[src/rtl/faculty_fighter_keys_pkg.sv]
// Shared key codes and control bundle for the keyboard-driven fighter
// controls. Codes are USB HID usage IDs as delivered by the Nios II driver.
package faculty_fighter_keys_pkg;

  // No key pressed
  localparam logic [7:0] KEY_NONE        = 8'h00;

  // Player keys
  localparam logic [7:0] KEY_W           = 8'h1A;
  localparam logic [7:0] KEY_A           = 8'h04;
  localparam logic [7:0] KEY_D           = 8'h07;
  localparam logic [7:0] KEY_SPACE       = 8'h2C;

  // NPC keys
  localparam logic [7:0] KEY_UP_ARROW    = 8'h52;
  localparam logic [7:0] KEY_LEFT_ARROW  = 8'h50;
  localparam logic [7:0] KEY_RIGHT_ARROW = 8'h4F;
  localparam logic [7:0] KEY_ENTER       = 8'h28;

  // Per-fighter control bundle: three move levels and a shoot pulse
  typedef struct packed {
    logic up;
    logic left;
    logic right;
    logic shoot;
  } fighter_ctrl_t;

endpackage

[src/rtl/key_channel.sv]
// One fighter's control channel. Decodes the qualified keycode into move
// levels that only change on frame ticks, and turns a press of the shoot
// key into a single-cycle pulse, rate-limited by a frame-counted cooldown.
// Holding the shoot key never repeats; a press during cooldown is dropped.
module key_channel
  import faculty_fighter_keys_pkg::*;
#(
  parameter logic [7:0]  UP_CODE         = KEY_W,
  parameter logic [7:0]  LEFT_CODE       = KEY_A,
  parameter logic [7:0]  RIGHT_CODE      = KEY_D,
  parameter logic [7:0]  SHOOT_CODE      = KEY_SPACE,
  parameter int unsigned COOLDOWN_FRAMES = 30
) (
  input  logic          i_clk,
  input  logic          i_reset,
  input  logic          i_tick,
  input  logic [7:0]    i_stable_key,
  output fighter_ctrl_t o_ctrl
);

  localparam logic [7:0] COOL_LOAD = 8'(COOLDOWN_FRAMES);

  logic       w_dec_up;
  logic       w_dec_left;
  logic       w_dec_right;
  logic       w_is_s;
  logic       w_fire;
  logic       w_cool_zero;

  logic       r_up;
  logic       r_left;
  logic       r_right;
  logic       r_shoot;
  logic       r_prev_s;
  logic [7:0] r_cool;

  // Decode the qualified keycode; only one key is ever active at a time
  always_comb begin
    w_dec_up    = (i_stable_key == UP_CODE);
    w_dec_left  = (i_stable_key == LEFT_CODE);
    w_dec_right = (i_stable_key == RIGHT_CODE);
    w_is_s      = (i_stable_key == SHOOT_CODE);
  end

  assign w_cool_zero = (r_cool == 8'd0);

  // A shot needs a fresh press (rising edge of is_s) and an idle cooldown
  assign w_fire = w_is_s & ~r_prev_s & w_cool_zero;

  // Move levels: sampled from the decode on frame ticks, held otherwise
  always_ff @(posedge i_clk) begin
    if (i_reset) begin
      r_up    <= 1'b0;
      r_left  <= 1'b0;
      r_right <= 1'b0;
    end else if (i_tick) begin
      r_up    <= w_dec_up;
      r_left  <= w_dec_left;
      r_right <= w_dec_right;
    end
  end

  // Press-edge history; reset to 1 so a key held through reset cannot
  // produce an edge on the very first cycle out of reset
  always_ff @(posedge i_clk) begin
    if (i_reset) begin
      r_prev_s <= 1'b1;
    end else begin
      r_prev_s <= w_is_s;
    end
  end

  // Registered one-cycle shoot pulse
  always_ff @(posedge i_clk) begin
    if (i_reset) begin
      r_shoot <= 1'b0;
    end else begin
      r_shoot <= w_fire;
    end
  end

  // Cooldown in frames: load on a shot (wins over a same-cycle tick),
  // otherwise count down on ticks and stop at zero
  always_ff @(posedge i_clk) begin
    if (i_reset) begin
      r_cool <= 8'd0;
    end else if (w_fire) begin
      r_cool <= COOL_LOAD;
    end else if (i_tick && !w_cool_zero) begin
      r_cool <= r_cool - 8'd1;
    end
  end

  assign o_ctrl = {r_up, r_left, r_right, r_shoot};

endmodule

[src/rtl/keycode_decoder.sv]
// Keyboard front end for the fighters. Qualifies the raw Nios keycode
// against glitches, derives a frame tick from VGA_VS, and feeds both the
// player and NPC control channels. frame_clk is synchronous to Clk, so it
// is registered once for edge detection and not synchronised further.
module keycode_decoder
  import faculty_fighter_keys_pkg::*;
#(
  parameter int unsigned STABLE_CYCLES   = 4,
  parameter int unsigned COOLDOWN_FRAMES = 30
) (
  input  logic       Clk,
  input  logic       Reset,
  input  logic       frame_clk,
  input  logic [7:0] keycode,
  output logic       Player_Up,
  output logic       Player_Left,
  output logic       Player_Right,
  output logic       Player_Shoot,
  output logic       NPC_Up,
  output logic       NPC_Left,
  output logic       NPC_Right,
  output logic       NPC_Shoot
);

  localparam logic [7:0] STABLE_MAX  = 8'(STABLE_CYCLES);
  localparam logic [7:0] STABLE_LAST = 8'(STABLE_CYCLES - 1);

  logic [7:0]    r_kc_q;
  logic [7:0]    r_cnt;
  logic [7:0]    r_stable_key;
  logic          r_vs_q;

  logic          w_tick;
  logic          w_key_same;
  logic          w_load;
  fighter_ctrl_t w_player;
  fighter_ctrl_t w_npc;

  assign w_key_same = (keycode == r_kc_q);
  assign w_load     = (r_cnt == STABLE_LAST);
  assign w_tick     = frame_clk & ~r_vs_q;

  // Sample the keycode and count how long it has stayed unchanged,
  // saturating so a long hold does not wrap back into the load point
  always_ff @(posedge Clk) begin
    if (Reset) begin
      r_kc_q <= KEY_NONE;
      r_cnt  <= 8'd0;
    end else begin
      r_kc_q <= keycode;
      if (!w_key_same) begin
        r_cnt <= 8'd0;
      end else if (r_cnt != STABLE_MAX) begin
        r_cnt <= r_cnt + 8'd1;
      end
    end
  end

  // Accept the sampled keycode once it has been steady long enough
  always_ff @(posedge Clk) begin
    if (Reset) begin
      r_stable_key <= KEY_NONE;
    end else if (w_load) begin
      r_stable_key <= r_kc_q;
    end
  end

  // Previous VS level for rising-edge (frame tick) detection
  always_ff @(posedge Clk) begin
    if (Reset) begin
      r_vs_q <= 1'b0;
    end else begin
      r_vs_q <= frame_clk;
    end
  end

  key_channel #(
    .UP_CODE         (KEY_W),
    .LEFT_CODE       (KEY_A),
    .RIGHT_CODE      (KEY_D),
    .SHOOT_CODE      (KEY_SPACE),
    .COOLDOWN_FRAMES (COOLDOWN_FRAMES)
  ) u_player (
    .i_clk        (Clk),
    .i_reset      (Reset),
    .i_tick       (w_tick),
    .i_stable_key (r_stable_key),
    .o_ctrl       (w_player)
  );

  key_channel #(
    .UP_CODE         (KEY_UP_ARROW),
    .LEFT_CODE       (KEY_LEFT_ARROW),
    .RIGHT_CODE      (KEY_RIGHT_ARROW),
    .SHOOT_CODE      (KEY_ENTER),
    .COOLDOWN_FRAMES (COOLDOWN_FRAMES)
  ) u_npc (
    .i_clk        (Clk),
    .i_reset      (Reset),
    .i_tick       (w_tick),
    .i_stable_key (r_stable_key),
    .o_ctrl       (w_npc)
  );

  assign Player_Up    = w_player.up;
  assign Player_Left  = w_player.left;
  assign Player_Right = w_player.right;
  assign Player_Shoot = w_player.shoot;
  assign NPC_Up       = w_npc.up;
  assign NPC_Left     = w_npc.left;
  assign NPC_Right    = w_npc.right;
  assign NPC_Shoot    = w_npc.shoot;

endmodule

[config.mk]
export PLATFORM = sky130hd
export DESIGN_NAME = keycode_decoder
export DESIGN_NICKNAME = d
export VERILOG_FILES = /design/src/rtl/faculty_fighter_keys_pkg.sv /design/src/rtl/key_channel.sv /design/src/rtl/keycode_decoder.sv
export SDC_FILE = /design/constraint.sdc
export NUM_CORES = 1
export LEC_CHECK = 0
export CAP_MARGIN = 5
export CORE_ASPECT_RATIO = 0.75
export CORE_MARGIN = 3
export CORE_UTILIZATION = 46
export CTS_BUF_LIST = sky130_fd_sc_hd__clkbuf_2 sky130_fd_sc_hd__clkbuf_4 sky130_fd_sc_hd__clkbuf_8
export DETAILED_ROUTE_END_ITERATION = 16
export PLACE_DENSITY = 0.62
export SLEW_MARGIN = 20
export SYNTH_ARGS = -nofsm -noshare
export SYNTH_HDL_FRONTEND = slang
export SYNTH_SLANG_ARGS = --single-unit
[constraint.sdc]
create_clock -name Clk -period 2.1 [get_ports Clk]
set_input_delay 0.525 -clock Clk [delete_from_list [all_inputs] [get_ports Clk]]
set_output_delay 0.525 -clock Clk [all_outputs]
set_load 0.05 [all_outputs]
After elaboration in Yosys (flattened, before gate mapping). Cells that the tools add are included.

Register bits after elaboration: 51. Bits in latches: 0. Bits in writable memories: 0. ROM bits: 0. Output and inout port bits: 8. Logic and storage cells: 56. Memories kept: 0.

Add/sub/neg operators: 3. Multiply operators: 0. Divide/modulo/power cells: 0. Order comparisons: 0. Equality and inequality tests: 11. Shift operators: 0. Mux-type cells: 4. Bitwise operators: 9. Reductions and logical operators: 11.

Operator list (count): equality test 8 x 7 -> 1 bit, second input constant (3); two-way mux 5 bit (4); equality test 8 x 3 -> 1 bit, second input constant (2); equality test 8 x 6 -> 1 bit, second input constant (2); zero test 8 bit (2); subtractor 8 x 1 -> 8 bit, second input constant (2); adder 8 x 1 -> 8 bit, second input constant (1); equality test 8 x 2 -> 1 bit, second input constant (1); equality test 8 x 5 -> 1 bit, second input constant (1); equality test 8 bit (1); != test 8 x 3 -> 1 bit, second input constant (1); OR reduction 2 bit (3); bitwise AND 1 bit (5); inverter 1 bit (4); nonzero test 2 bit (2); logical AND 1 bit (2); zero test 1 bit (2).

Depth between registers and ports, before layout. Gate-level depths: netlist of run 1.

Depth after elaboration: 5. Gate-level depth with buffers: 6.

Hierarchy. A second synthesis of run 1 with hierarchy kept.

Cells, all modules: 242. Area total of the unflattened synthesis: 2399.8 sq um.

By module, submodules not included: keycode_decoder (times used 1, cells an instance 97, area each 1006.0 sq um, seq. area each 500.5 sq um); key_channel (u_npc) (times used 1, cells an instance 72, area each 704.4 sq um, seq. area each 260.2 sq um); key_channel (u_player) (times used 1, cells an instance 73, area each 689.4 sq um, seq. area each 260.2 sq um).

Worst setup path after synthesis of run 1. Ideal clock, no wire load.

Path type: register -> register. Start point: register u_npc.r_cool[0]. End point: register u_npc.r_cool[7]. Setup time: 0.070 ns. Data arrival time: 1.502 ns. Data required time: 2.030 ns. Slack: 0.528 ns. Stages on the path, launching flop included: 7. Buffers on the path: 0. Clock period less this slack: 1.572 ns. Cell sequence: dfxtp_1 > inv_1 > ha_1 > or3b_2 > o211ai_2 > or4_1 > a21oi_1.

Cells in the longest elaborated chain, start to end: 3. Elaborated cells on any way between the ends: 6.

RTL lines: start: declaration (RTL line key_channel.sv:35) `logic [7:0] r_cool;`; start signal: assignment (RTL line key_channel.sv:90) `r_cool <= r_cool - 8'd1;`; parallel branches: the longest is 3 deep, another holds subtractor 8 x 1 -> 8 bit.

Parallel ways; which one is timed is not known. A chain may end at the register's enable or synchronous reset.

Worst setup path in the final report of run 1.
Start point: register u_npc.r_up. End point: output NPC_Up.

RTL lines: start: declaration (RTL line key_channel.sv:30) `logic r_up;`; start signal: assignment (RTL line key_channel.sv:57) `r_up <= w_dec_up;`; end: declaration (RTL line keycode_decoder.sv:19) `output logic NPC_Up,`.

No word-level cell between the ends.

==> results of run 1 <==
## sequential cells by signal, summed over array words and instances, names as in the netlist, 8 cells and up
| signal | cells |
|---|---|
| u_player.r_cool | 8 |
| r_stable_key | 8 |
| r_cnt | 8 |
| r_kc_q | 8 |
| u_npc.r_cool | 8 |
## cells by family (layout without fill, tap and decap cells)
family,count (synthesis),in the layout
AND/OR/NAND/NOR,118,118
multiplexers,10,10
XOR/XNOR,21,21
AO/OA/AOI/OAI,30,30
adder cells (fa/ha/maj),6,6
buffers and inverters,15,43
flip-flops,51,51
## area by class of cell
type,count,area (µm²),share of cell area (%)
timing repair buffer,28,255,9.43
sequential,51,1020,37.7
inverter,8,30.0,1.11
multi-input combinational,185,1220,45.2
clock buffer,6,76.3,2.82
tap,57,71.3,2.63
clock inverter,1,30.0,1.11
## through the flow
| stage | power (mW) | setup TNS, ps |
|---|---|---|
| global route | 3.24 | 0 |
| CTS | 3.04 | 0 |
| finish | 3.01 | 0 |
| global placement | 2.34 | 0 |
| detailed placement | 2.35 | -83.8 |
| floorplan | 2.09 | 0 |
## cells in the mapped netlist, drive strengths merged, types with 4 or more instances
| master | count | share of area [%] |
|---|---|---|
| clkbuf | 5 | 0.81 |
| nor2b | 10 | 2.7 |
| nand4 | 8 | 2.2 |
| inv | 8 | 1.3 |
| mux2i | 10 | 4.3 |
| ha | 6 | 3.3 |
| xor2 | 15 | 5.7 |
| nor3 | 6 | 1.5 |
| a31oi | 5 | 1.4 |
| dfxtp | 51 | 44 |
| nand2b | 4 | 1.1 |
| a21oi | 13 | 2.8 |
| nand3 | 11 | 2.4 |
| xnor2 | 6 | 2.3 |
| nor2 | 32 | 5.3 |
| nand2 | 14 | 2.3 |
| nor4 | 6 | 2.2 |
| nor4b | 5 | 1.9 |
## how the worst min path moves through the flow
stage / startpoint / endpoint / slack [ps] / depth (start not counted)
floorplan: u_npc.r_cool[7]$_SDFFE_PP0P_ / u_npc.r_cool[7]$_SDFFE_PP0P_ / 470 / 2
global placement: u_player.r_up$_SDFFE_PP0P_ / u_player.r_up$_SDFFE_PP0P_ / 440 / 2
detailed placement: u_npc.r_left$_SDFFE_PP0P_ / u_npc.r_left$_SDFFE_PP0P_ / 450 / 2
CTS: u_npc.r_left$_SDFFE_PP0P_ / u_npc.r_left$_SDFFE_PP0P_ / 470 / 2
global route: u_player.r_right$_SDFFE_PP0P_ / u_player.r_right$_SDFFE_PP0P_ / 480 / 2
finish: u_npc.r_left$_SDFFE_PP0P_ / u_npc.r_left$_SDFFE_PP0P_ / 460 / 2
## metal layers
layer	part of all wire [%]	up-vias	global-route usage [%]
met4	1.1	0	5.75
met5	0	-	0
li1	-	940	-
met1	57	853	27.6
met2	38	31	22.3
met3	3.8	5	3.90
## power by group
group | internal [mW] | switching [mW] | total, mW
clock network | 0.363 | 0.312 | 0.675
logic | 0.510 | 0.543 | 1.05
registers | 1.11 | 0.174 | 1.28
==> reports/results.ini, run 1 <==
[final_layout]
fin_util_pct = 58.2
syn_to_final_growth_pct = 17.2
diodes = 0
num-nets-final = 296
final_layout_size_suffix_gt1_share_pct = 10.0
final_common_cell = dfxtp_1
final_cells = 336
design_area_mm2 = 0.00271
final_cell_mix = dfxtp_1, nor2_1, clkdlybuf4s50_1
nFillCells = 441

[synth]
synth_cell_type_count = 48
synthAdderAreaFrac_pct = 3.25
ys_ff_latch = 51
ys_seq_area_share_pct = 44.2
synthSimpleGateAreaFrac_pct = 29.4
synth-warning-count = 0
synthMuxAreaShare_pct = 4.33
async_reset_ff_share_pct = 0
synth_top_family_by_area = simple AND/OR/NAND/NOR gates
synth_enable_flop_cells = 0
ys.flop_type = dfxtp_1
synth_area_per_cell_um2 = 9.20
synth_xor_area_share_pct = 7.96
syn_inst = 251
synth_nets = 268
synth_area_mm2 = 0.00231
synth_compound_area_share_pct = 8.07

[sta]
final_max_slew_viol_count = 0
timing.final.ws_setup_ps = 115
period_minus_slack_ps = 1990
skew_ps = 8.05
slew_headroom_pct = 65.7
whs_ps = 459
hold_viol_final = 0
tightest_slew_ps = 513
max_freq_mhz = 504
period_share_pct = 94.5
rsz0062_at_grt = false
setup_viol = 0

[global_route]
grt_pass1_wl_mm = 7.98
grt.total_usage_pct = 17.4
antenna_found_initial = 0
grt-ovfl-total = 0
grt_max_degree = 24
grt_pass1_vias = 1673

[critical_path]
crit_path_max_fanout = 2
ff2ff_path_depth = 7
max_stage_delay_ps = 820
critPathKind = flip-flop to primary output
crit_end = NPC_Up
startpoint = u_npc.r_up$_SDFFE_PP0P_
reg2reg_setup_slack_ps = 350
worstPathArrival_ps = 1460
crit_cells = 1
cp-start-kind = flip-flop
cp_cell_sequence = clkdlybuf4s50_1
cp_top_family = buffers and inverters
cp_slowest_cell = clkdlybuf4s50_1
r2r-end = u_npc.r_cool[3]$_SDFFE_PP0P_
critical_path_required_ps = 1570
cp-end-kind = primary output
rr_startpoint = u_npc.r_cool[0]$_SDFFE_PP0P_
cp.buffers_inverters = 1

[cts]
clkTransAtPathRegs_ps = 90
cts-root-buf = clkbuf_8
cts_buffers = 5
htree_levels = 2
insertion_delay_ps = 300
cts_resized = 0
cts_tree = yes
post_cts.repair.setup_buffers = 0
cts_buffer_depth = 2
clkSinkCount = 51
cts_hold_buf = 0

[placed_design]
portBuffers = 18
place_hpwl_mm = 3.44
dp_cells = 329
dpl_cell_area_mm2 = 0.00260
gp_congestion = 0.822
dp_slack_ps = -19.5

[floorplan]
rows = 21
die_area_mm2 = 0.00592
start_util_pct = 49.7
core_mm2 = 0.00465
die_y_um = 67.4
die_w_um = 87.8
ioPinCount = 19

[routing]
vias = 1829
drt_iter0_drc = 100
ant_nets = 0
firstDrtPassIters = 4
wl_per_cell_um = 13.8
via_per_inst = 5.44
route.detailed.drc = 0
finalWirelength_mm = 4.63

[job]
cap_violations = 0

[hold_path]
hp-class = flip-flop to flip-flop

[outcome]
outcome = finished, final reports clean

[power_and_ir_drop]
max-vdd-ir-drop_v = 0.000437
p_leak_nw = 1.06
p_per_area_mw_per_mm2 = 1110

Power figures use the tool's default switching activity.
==> inputs of run 2 (changes only) <==
PLACE_DENSITY = 0.76   (was 0.62)
SLEW_MARGIN = not set   (was 20)
==> run 2 against run 1 <==
  * Global-route usage grew 0.22 points
  * Hold slack lost 2.0 ps
  * Largest cell class unchanged
  * Design area shrank 0.46%
  * Critical endpoint is now NPC_Right
  * Register-to-register slack lost 30 ps
  * Clock power grew 5.3%
  * Total power grew 1.1%
  * Count of clock-buffer cells in the layout shrank 1
  * Utilization shrank 0.27 points
  * Sequential share of layout area grew 0.18 points
  * First-iteration DRC count grew 34%
  * Largest power group unchanged
  * Critical path type unchanged
  * Critical path depth is the same
  * Sequential cell count is the same
==> reports/results.ini, run 2 (same netlist as run 1, synthesis figures left out) <==
[power_and_ir_drop]
p_leak_nw = 1.05  ; was 1.06 nW
p_total_mw = 3.04  ; was 3.01 mW
pwr-share-clk_pct = 23.3  ; was 22.4%
pwr-share-comb_pct = 34.8  ; was 35.0%
sw_frac_of_total_pct = 35.0  ; was 34.2%
p_per_area_mw_per_mm2 = 1130  ; was 1110 mW/mm²
p_switching_mw = 1.07  ; was 1.03 mW
internal_power_mw = 1.98  ; about the same
max-vdd-ir-drop_v = 0.000613  ; was 0.000437 V
seqPwrFrac_pct = 41.8  ; was 42.6%

[routing]
via_per_inst = 5.50  ; was 5.44
ant_nets = 0  ; unchanged
firstDrtPassIters = 4  ; unchanged
finalWirelength_mm = 4.62  ; was 4.63 mm
vias = 1837  ; was 1829
wl_per_cell_um = 13.8  ; about the same
drt_iter0_drc = 134  ; was 100
route.detailed.drc = 0  ; unchanged

[placed_design]
gp_congestion = 0.861  ; was 0.822
place_hpwl_mm = 3.33  ; was 3.44 mm
portBuffers = 18  ; unchanged

[sta]
skew_ps = 8.55  ; was 8.05 ps
setup_viol = 0  ; unchanged
period_minus_slack_ps = 1990  ; about the same
period_share_pct = 95.0  ; was 94.5%
slew_headroom_pct = 66.7  ; was 65.7%
tightest_slew_ps = 498  ; was 513 ps
max_freq_mhz = 501  ; was 504 MHz
fin_tns_setup_ps = 0  ; unchanged
final_max_slew_viol_count = 0  ; unchanged
rsz0062_at_grt = false  ; unchanged
hold_viol_final = 0  ; unchanged

[cts]
clkSinkCount = 51  ; unchanged
cts_buffer_depth = 2  ; unchanged
htree_levels = 2  ; unchanged
cts_hold_buf = 0  ; unchanged
clkTransAtPathRegs_ps = 100  ; was 90 ps
cts_resized = 0  ; unchanged
post_cts.repair.setup_buffers = 0  ; unchanged
cts_buffers = 5  ; unchanged
cts_tree = yes  ; unchanged
insertion_delay_ps = 310  ; was 300 ps
cts-root-buf = clkbuf_8  ; unchanged

[critical_path]
critPathKind = flip-flop to primary output  ; unchanged
critical_path_required_ps = 1570  ; about the same
ff2ff_path_depth = 6  ; was 7
max_stage_delay_ps = 800  ; was 820 ps
cp-end-kind = primary output  ; unchanged
cp_slowest_cell = clkdlybuf4s50_1  ; unchanged
r2r-end = u_player.r_cool[1]$_SDFFE_PP0P_  ; was u_npc.r_cool[3]$_SDFFE_PP0P_
cp_top_family = buffers and inverters  ; unchanged
cp_cell_sequence = clkdlybuf4s50_1  ; unchanged
crit_cells = 1  ; unchanged
reg2reg_setup_slack_ps = 320  ; was 350 ps
crit_path_max_fanout = 2  ; unchanged
worstPathArrival_ps = 1470  ; was 1460 ps
rr_startpoint = u_player.r_cool[0]$_SDFFE_PP0P_  ; was u_npc.r_cool[0]$_SDFFE_PP0P_
cp-start-kind = flip-flop  ; unchanged
cp.buffers_inverters = 1  ; unchanged

[hold_path]
hold_start = u_player.r_up$_SDFFE_PP0P_  ; was u_npc.r_left$_SDFFE_PP0P_
hold_end = u_player.r_up$_SDFFE_PP0P_  ; was u_npc.r_left$_SDFFE_PP0P_
hp-class = flip-flop to flip-flop  ; unchanged
hold_depth = 2  ; unchanged

[outcome]
outcome = finished, final reports clean  ; unchanged

[floorplan]
ioPinCount = 19  ; unchanged
die_y_um = 67.4  ; unchanged
die_w_um = 87.8  ; unchanged
start_util_pct = 49.7  ; unchanged
rows = 21  ; unchanged
die_area_mm2 = 0.00592  ; unchanged
core_mm2 = 0.00465  ; unchanged

[global_route]
grt-ovfl-total = 0  ; unchanged
antenna_found_initial = 0  ; unchanged
grt_pass1_wl_mm = 8.01  ; was 7.98 mm
grt_max_degree = 23  ; was 24
grt.total_usage_pct = 17.6  ; was 17.4%
grt_pass1_vias = 1729  ; was 1673

[final_layout]
regArea_mm2 = 0.00102  ; unchanged
final_cell_mix = dfxtp_1, nor2_1, clkdlybuf4s50_1  ; unchanged
syn_to_final_growth_pct = 16.7  ; was 17.2%
diodes = 0  ; unchanged
final_layout_size_suffix_gt1_share_pct = 9.39  ; was 10.0%
nFillCells = 430  ; was 441
fin_util_pct = 58.0  ; was 58.2%
multi_input_area_mm2 = 0.00122  ; unchanged
final_common_cell = dfxtp_1  ; unchanged
num-nets-final = 293  ; was 296

[job]
cap_violations = 0  ; unchanged

==> run 2: routing by layer <==
layer	vias to the layer above	share of wire (%)	global-route usage, %
met3	7	4.8	4.27
met5	-	0	0
met1	854	52	24.7
li1	934	-	-
met2	42	41	25.7
met4	0	1.7	7.47
==> run 2: area by class of cell <==
cell class              instances  area share, %
clock buffers                   5           2.55
clock inverters                 3           1.76
inverters                       8           1.11
multi-input cells             185           45.4
flip-flops and latches         51           37.9
well taps                      57           2.65
repair buffers                 25           8.64
==> run 2: power groups by stage <==
stage / Combinational [mW] / Clock [mW] / Sequential, mW
global placement: 1.03 / 0 / 1.29
finish: 1.06 / 0.711 / 1.27
CTS: 1.05 / 0.721 / 1.27
floorplan: 0.831 / 0 / 1.26
global route: 1.19 / 0.776 / 1.30
detailed placement: 1.05 / 0 / 1.29
==> run 2: worst max path at each step <==
stage	startpoint	endpoint	slack, ps
after floorplan	u_npc.r_cool[0]$_SDFFE_PP0P_	u_npc.r_cool[7]$_SDFFE_PP0P_	530
after global placement	frame_clk	u_player.r_cool[7]$_SDFFE_PP0P_	20
after detailed placement	frame_clk	u_player.r_cool[7]$_SDFFE_PP0P_	-10
after CTS	u_npc.r_up$_SDFFE_PP0P_	NPC_Up	90
after global routing	u_npc.r_up$_SDFFE_PP0P_	NPC_Up	60
final	u_npc.r_right$_SDFFE_PP0P_	NPC_Right	110
==> run 2: per-stage QoR <==
| step | hold slack (ps) | area, µm² | cells | setup WS (ps) |
|---|---|---|---|---|
| after floorplan | 474 | 2310 | 251 | 528 |
| after global placement | 443 | 2580 | 326 | 20.6 |
| after detailed placement | 448 | 2580 | 326 | -11.6 |
| after CTS | 461 | 2700 | 334 | 92.5 |
| after global routing | 496 | 2700 | 334 | 55.4 |
| final | 457 | 2700 | 334 | 105 |
==> inputs of run 3 (changes only) <==
GPL_ROUTABILITY_DRIVEN = 0   (was not set)
==> results of run 3 <==
No change in the layout: final DEF, timing and power equal those of run 2.
